### config.mk
export PLATFORM = sky130hd
export DESIGN_NAME = acs_pi_sequencer
export DESIGN_NICKNAME = d
export VERILOG_FILES = /design/src/rtl/acs_pi_sequencer_pkg.sv /design/src/rtl/acs_pi_sequencer_sm_acs_sat.sv /design/src/rtl/acs_pi_sequencer.sv
export SDC_FILE = /design/constraint.sdc
export NUM_CORES = 1
export LEC_CHECK = 0
export CAP_MARGIN = 20
export CORE_MARGIN = 3
export CORE_UTILIZATION = 30
export CTS_CLUSTER_SIZE = 24
export DETAILED_ROUTE_END_ITERATION = 8
export GPL_TIMING_DRIVEN = 0
export HOLD_SLACK_MARGIN = 0.12
export PLACE_DENSITY = 0.46
export SLEW_MARGIN = 40
export SYNTH_ARGS = -nofsm -noshare
export SYNTH_HDL_FRONTEND = slang
export SYNTH_SLANG_ARGS = --single-unit
### constraint.sdc
create_clock -name clk -period 9.4 [get_ports clk]
set_input_delay 0.94 -clock clk [delete_from_list [all_inputs] [get_ports clk]]
set_output_delay 0.94 -clock clk [all_outputs]
set_load 0.02 [all_outputs]
### src/rtl/acs_pi_sequencer_pkg.sv
// Shared definitions for the ADPLL PI loop-filter sequencer.
package acs_pi_sequencer_pkg;

    localparam int              MAG_W   = 5;
    localparam logic [MAG_W-1:0] MAG_MAX = 5'd31;

    // Fixed 4-step schedule around the single shared add/subtract unit.
    typedef enum logic [1:0] {
        S_IDLE  = 2'd0,
        S_INTEG = 2'd1,
        S_PROP  = 2'd2,
        S_DONE  = 2'd3
    } state_t;

    // Sign-magnitude word: sign 1 means negative.
    typedef struct packed {
        logic             sign;
        logic [MAG_W-1:0] mag;
    } sm_t;

endpackage

### src/rtl/acs_pi_sequencer_sm_acs_sat.sv
// Combinational saturating sign-magnitude add/subtract, shared by both PI paths.
module sm_acs_sat
    import acs_pi_sequencer_pkg::*;
(
    input  sm_t a,
    input  sm_t b,
    output sm_t y
);

    logic [MAG_W:0] sum;

    // Add like signs with saturation, subtract unlike signs; never emit -0.
    always_comb begin
        y   = '0;
        sum = {1'b0, a.mag} + {1'b0, b.mag};
        if (a.mag == '0) begin
            y = b;
        end else if (b.mag == '0) begin
            y = a;
        end else if (a.sign == b.sign) begin
            y.sign = a.sign;
            y.mag  = sum[MAG_W] ? MAG_MAX : sum[MAG_W-1:0];
        end else if (a.mag >= b.mag) begin
            y.sign = a.sign;
            y.mag  = a.mag - b.mag;
        end else begin
            y.sign = b.sign;
            y.mag  = b.mag - a.mag;
        end
        if (y.mag == '0) begin
            y.sign = 1'b0;
        end
    end

endmodule

### src/rtl/acs_pi_sequencer.sv
// PI loop filter: one shared sign-magnitude adder stepped through INTEG then PROP.
module acs_pi_sequencer
    import acs_pi_sequencer_pkg::*;
#(
    parameter int KP_SHIFT = 0,
    parameter int KI_SHIFT = 1
) (
    input  logic             clk,
    input  logic             rst,
    input  logic             err_valid,
    output logic             err_ready,
    input  logic             err_sign,
    input  logic [MAG_W-1:0] err_mag,
    input  logic             clear_integ,
    output logic             ctrl_valid,
    output logic             ctrl_sign,
    output logic [MAG_W-1:0] ctrl_mag,
    output logic             integ_sign,
    output logic [MAG_W-1:0] integ_mag,
    output logic             busy
);

    state_t state, state_next;
    sm_t    sample, integ, ctrl;
    sm_t    ki_op, kp_op, op_a, sum;

    // State register; reset aborts any sequence in flight.
    always_ff @(posedge clk) begin
        if (rst) begin
            state <= S_IDLE;
        end else begin
            state <= state_next;
        end
    end

    // Next-state and handshake/status outputs.
    always_comb begin
        state_next = state;
        err_ready  = 1'b0;
        busy       = 1'b1;
        ctrl_valid = 1'b0;
        case (state)
            S_IDLE: begin
                err_ready = 1'b1;
                busy      = 1'b0;
                if (err_valid) begin
                    state_next = S_INTEG;
                end
            end
            S_INTEG: state_next = S_PROP;
            S_PROP:  state_next = S_DONE;
            S_DONE: begin
                ctrl_valid = 1'b1;
                state_next = S_IDLE;
            end
            default: state_next = S_IDLE;
        endcase
    end

    // Operand muxing: the sample term is scaled per path; the other operand is always integ.
    always_comb begin
        ki_op.sign = sample.sign;
        ki_op.mag  = sample.mag >> KI_SHIFT;
        kp_op.sign = sample.sign;
        kp_op.mag  = sample.mag >> KP_SHIFT;
        op_a       = (state == S_PROP) ? kp_op : ki_op;
    end

    sm_acs_sat u_acs (
        .a (op_a),
        .b (integ),
        .y (sum)
    );

    // Sample, integrator and control-word registers; clear_integ wins over the INTEG update.
    always_ff @(posedge clk) begin
        if (rst) begin
            sample <= '0;
            integ  <= '0;
            ctrl   <= '0;
        end else begin
            case (state)
                S_IDLE: begin
                    if (clear_integ) integ <= '0;
                    if (err_valid) begin
                        sample.sign <= err_sign;
                        sample.mag  <= err_mag;
                    end
                end
                S_INTEG: integ <= clear_integ ? '0 : sum;
                S_PROP: begin
                    ctrl <= sum;
                    if (clear_integ) integ <= '0;
                end
                default: begin
                    if (clear_integ) integ <= '0;
                end
            endcase
        end
    end

    assign ctrl_sign  = ctrl.sign;
    assign ctrl_mag   = ctrl.mag;
    assign integ_sign = integ.sign;
    assign integ_mag  = integ.mag;

endmodule
==> impl_metrics.tcl <==
set metrics [dict create \
    core_area_um2 5270 \
    syn_inst 205 \
    via_count 1505 \
    fillCellCount 581 \
    synth_cell_types 49 \
    drc 0 \
    fin_total_pwr_mw 0.599 \
    critPathLaunch "state[0]" \
    cts_sinks 20 \
    io_buffers 22 \
    synth_compound_area_frac 0.241 \
    slew_headroom 0.585 \
    hold_class "flop to flop" \
    worstSetupEndpointType "flop" \
    layout_min_cycle_time_ns 3.47 \
    drive_gt1_frac 0.100 \
    synth_edf_count 0 \
    rrSetupSlack_ns 5.93 \
    crit_type "flop to flop" \
    fin_crit_sh 0.369 \
    grtUsageTotal 0.145 \
    whs_path_depth 2 \
    drt_iter0_markers 48 \
    ys_async_sr_fraction 0 \
    ys_seq_elements 20 \
    numCtsBuffers 3 \
    die_w_um 81.1 \
    drtPass1Iterations 4 \
    max_stage_delay_ns 0.39 \
    avgSynthCellArea_um2 8.25 \
    hpwl_mm 3.48 \
    grt_pass1_wl_mm 7.48 \
    grt-ovfl-total 0 \
    setup_ws_ns 5.93 \
    rr_worst_depth 14 \
    hold_end "kp_op[0]" \
    syn_nets 237 \
    powerDensity_nw_per_um2 293 \
    wirelength_mm 4.24 \
    clk_latency_ns 0.25 \
    ys_seq_area_frac 0.237 \
    first_global_vias 1502 \
    r2r-start "state[0]" \
    antenna_found_initial 0 \
    r2r-end "integ_sign" \
    maxSlewViolCount 0 \
    synth.area.mux_share 0.0510 \
    synthAdderAreaFrac 0.176 \
    critPathMostFrequentCell "ha_1" \
    routed_via_density 5.02 \
    synthesis.area_um2 1690 \
    setup_tns_ns 0 \
    rsz0062_at_grt "no" \
    num_antenna_cells 0 \
    io_pins 25 \
    synth_top_family_by_area "compound AO/OA/AOI/OAI gates" \
    synth_top_cell_by_area "dfxtp_1" \
    cts_hold_buffers 0 \
    crit_arrival_ns 3.60 \
    dieArea_um2 6580 \
    wl_per_cell_um 14.1 \
    fin_cells 300 \
    clk_pin_slew_ns 0.07 \
    start_kind "flop" \
    dp_slack_ns 5.97 \
    place_congestion 0.766 \
    die_height_um 81.1 \
    setup_viol 0 \
    synthSimpleGateAreaFrac 0.206 \
    hold_path.startpoint "kp_op[0]" \
    yosys.area.top_type_share 0.237 \
    fmax_mhz 288 \
    rows 26 \
    post-cts-setup-buffers 0 \
    grt_max_degree 11 \
    synth_flop_cell "dfxtp_1" \
    maxCapViolCount 0 \
    cp_max_fo 10 \
    ant_nets 0 \
    final_core_util 0.387 \
    worst_pin_slew_ns 0.620 \
    crit_path_cell_trace "inv_1, ha_1, buf_6, mux2_2, ha_1, buf_2, o211ai_1, o21ai_0, a41oi_1, a21o_1, a21o_2, a22oi_1, and4_1, o32ai_1" \
    status "finished, final reports clean" \
    area_growth_pct 20.6 \
    layout.nets 264 \
    hold_viol 0 \
    fin_skew_ns 0.00387 \
    initial_utilization 0.321 \
    dp.cells 297 \
    htreeDepth 1 \
    cp_top_family "compound AO/OA/AOI/OAI gates" \
    vdd_drop_max_mv 0.140 \
    cts_tree "built" \
    cts_root_buffer "clkbuf_8" \
    cp.required_ns 9.53 \
    slowest_stage "dfxtp_1" \
    yosysWarnings 0 \
    clockBufferDepth 2 \
    synth_xor_area_frac 0.0104 \
    leakagePower_nw 0.821 \
    ctsResizeCount 0 \
    cp_num_buf_inv 3 \
    synthTopCellsByArea "dfxtp_1, ha_1, a211oi_1, inv_1, nor2_1" \
]
## cells by family after synthesis
kind of cell	Yosys count
and+or+nand+nor	65
AOI/OAI and AO/OA	57
buffers and inverters	31
adders and majority gates	22
DFF	20
muxes	8
xor gates and xnor gates	2
## metal layers
| metal | share of wire | track usage |
|---|---|---|
| met2 | 0.46 | 0.232 |
| met5 | 0 | 0 |
| met3 | 0.046 | 0.0233 |
| met4 | 0.0073 | 0.0304 |
| met1 | 0.48 | 0.206 |
## worst max path at each step
stage / end / slack [ns] / depth (start not counted)
2_1_floorplan: integ_sign / 6.36 / 14
3_3_place_gp: ctrl_sign / 5.93 / 14
3_5_place_dp: ctrl_sign / 5.97 / 14
4_1_cts: ctrl_sign / 5.95 / 14
5_1_grt: integ_sign / 5.77 / 13
6_report: integ_sign / 5.93 / 14
## stage by stage
stage	area, um^2	hold WS, ns
finish	2040	0.460
global route	2040	0.494
CTS	2040	0.467
detailed placement	2000	0.456
global placement	2000	0.449
floorplan	1690	0.433
## power breakdown
part	internal [mW]	switching (mW)	total, mW
sequential	0.106	0.0217	0.128
combinational	0.177	0.240	0.416
clock	0.0285	0.0260	0.0544
total	0.311	0.287	0.599
## layout by cell type, fill, tap and decap left out, types with 2 or more instances in the layout
cell              n
a211oi_1         13
inv_1            20
a31oi_1           2
nand3_1           9
buf_2             2
nand2_1          15
and4_1            2
buf_6             2
nor2_1           19
clkdlybuf4s50_1  22
nor3_1            4
o21ai_0           6
a21o_1            6
o32ai_1           2
nor3b_1           3
clkbuf_1          6
clkbuf_8          3
ha_1             19
fa_1              3
a21oi_1          14
or2_2             2
o211ai_1          2
dfxtp_1          20
mux2_2            5
mux2i_1           3
## sequential cells by signal (all words and copies together) (netlist names)
name,flops
ctrl_mag,5
ctrl_sign,1
integ_mag,5
integ_sign,1
ki_op,5
kp_op,1
state,2
## cell type report
class | count | area, um^2 | share of cell area
timing repair buffer | 22 | 220 | 0.108
multi-input combinational | 154 | 1160 | 0.567
clock buffer | 3 | 41.3 | 0.0202
buffer | 11 | 58.8 | 0.0288
sequential | 20 | 400 | 0.196
tap | 70 | 87.6 | 0.0429
inverter | 20 | 75.1 | 0.0368
## synthesized netlist by cell type (all sizes together) (2+ instances only)
library cell	n
ha	19
a21oi	14
or2	2
buf	5
a211oi	13
clkbuf	6
nor3b	4
mux2	5
a31oi	2
o32ai	2
mux2i	3
o211ai	2
a21o	7
o21ai	7
and4	2
inv	20
nor2	19
fa	3
dfxtp	20
nand2	15
nor3	5
nand3	10
## worst min-delay path: cells and delay by family, from the launching register on
family / cells / cell delay [ns]
AOI/OAI and AO/OA: 1 / 0.05
DFF: 1 / 0.31
and+or+nand+nor: 1 / 0.05
No activity file was read; power rests on OpenSTA's default activity.
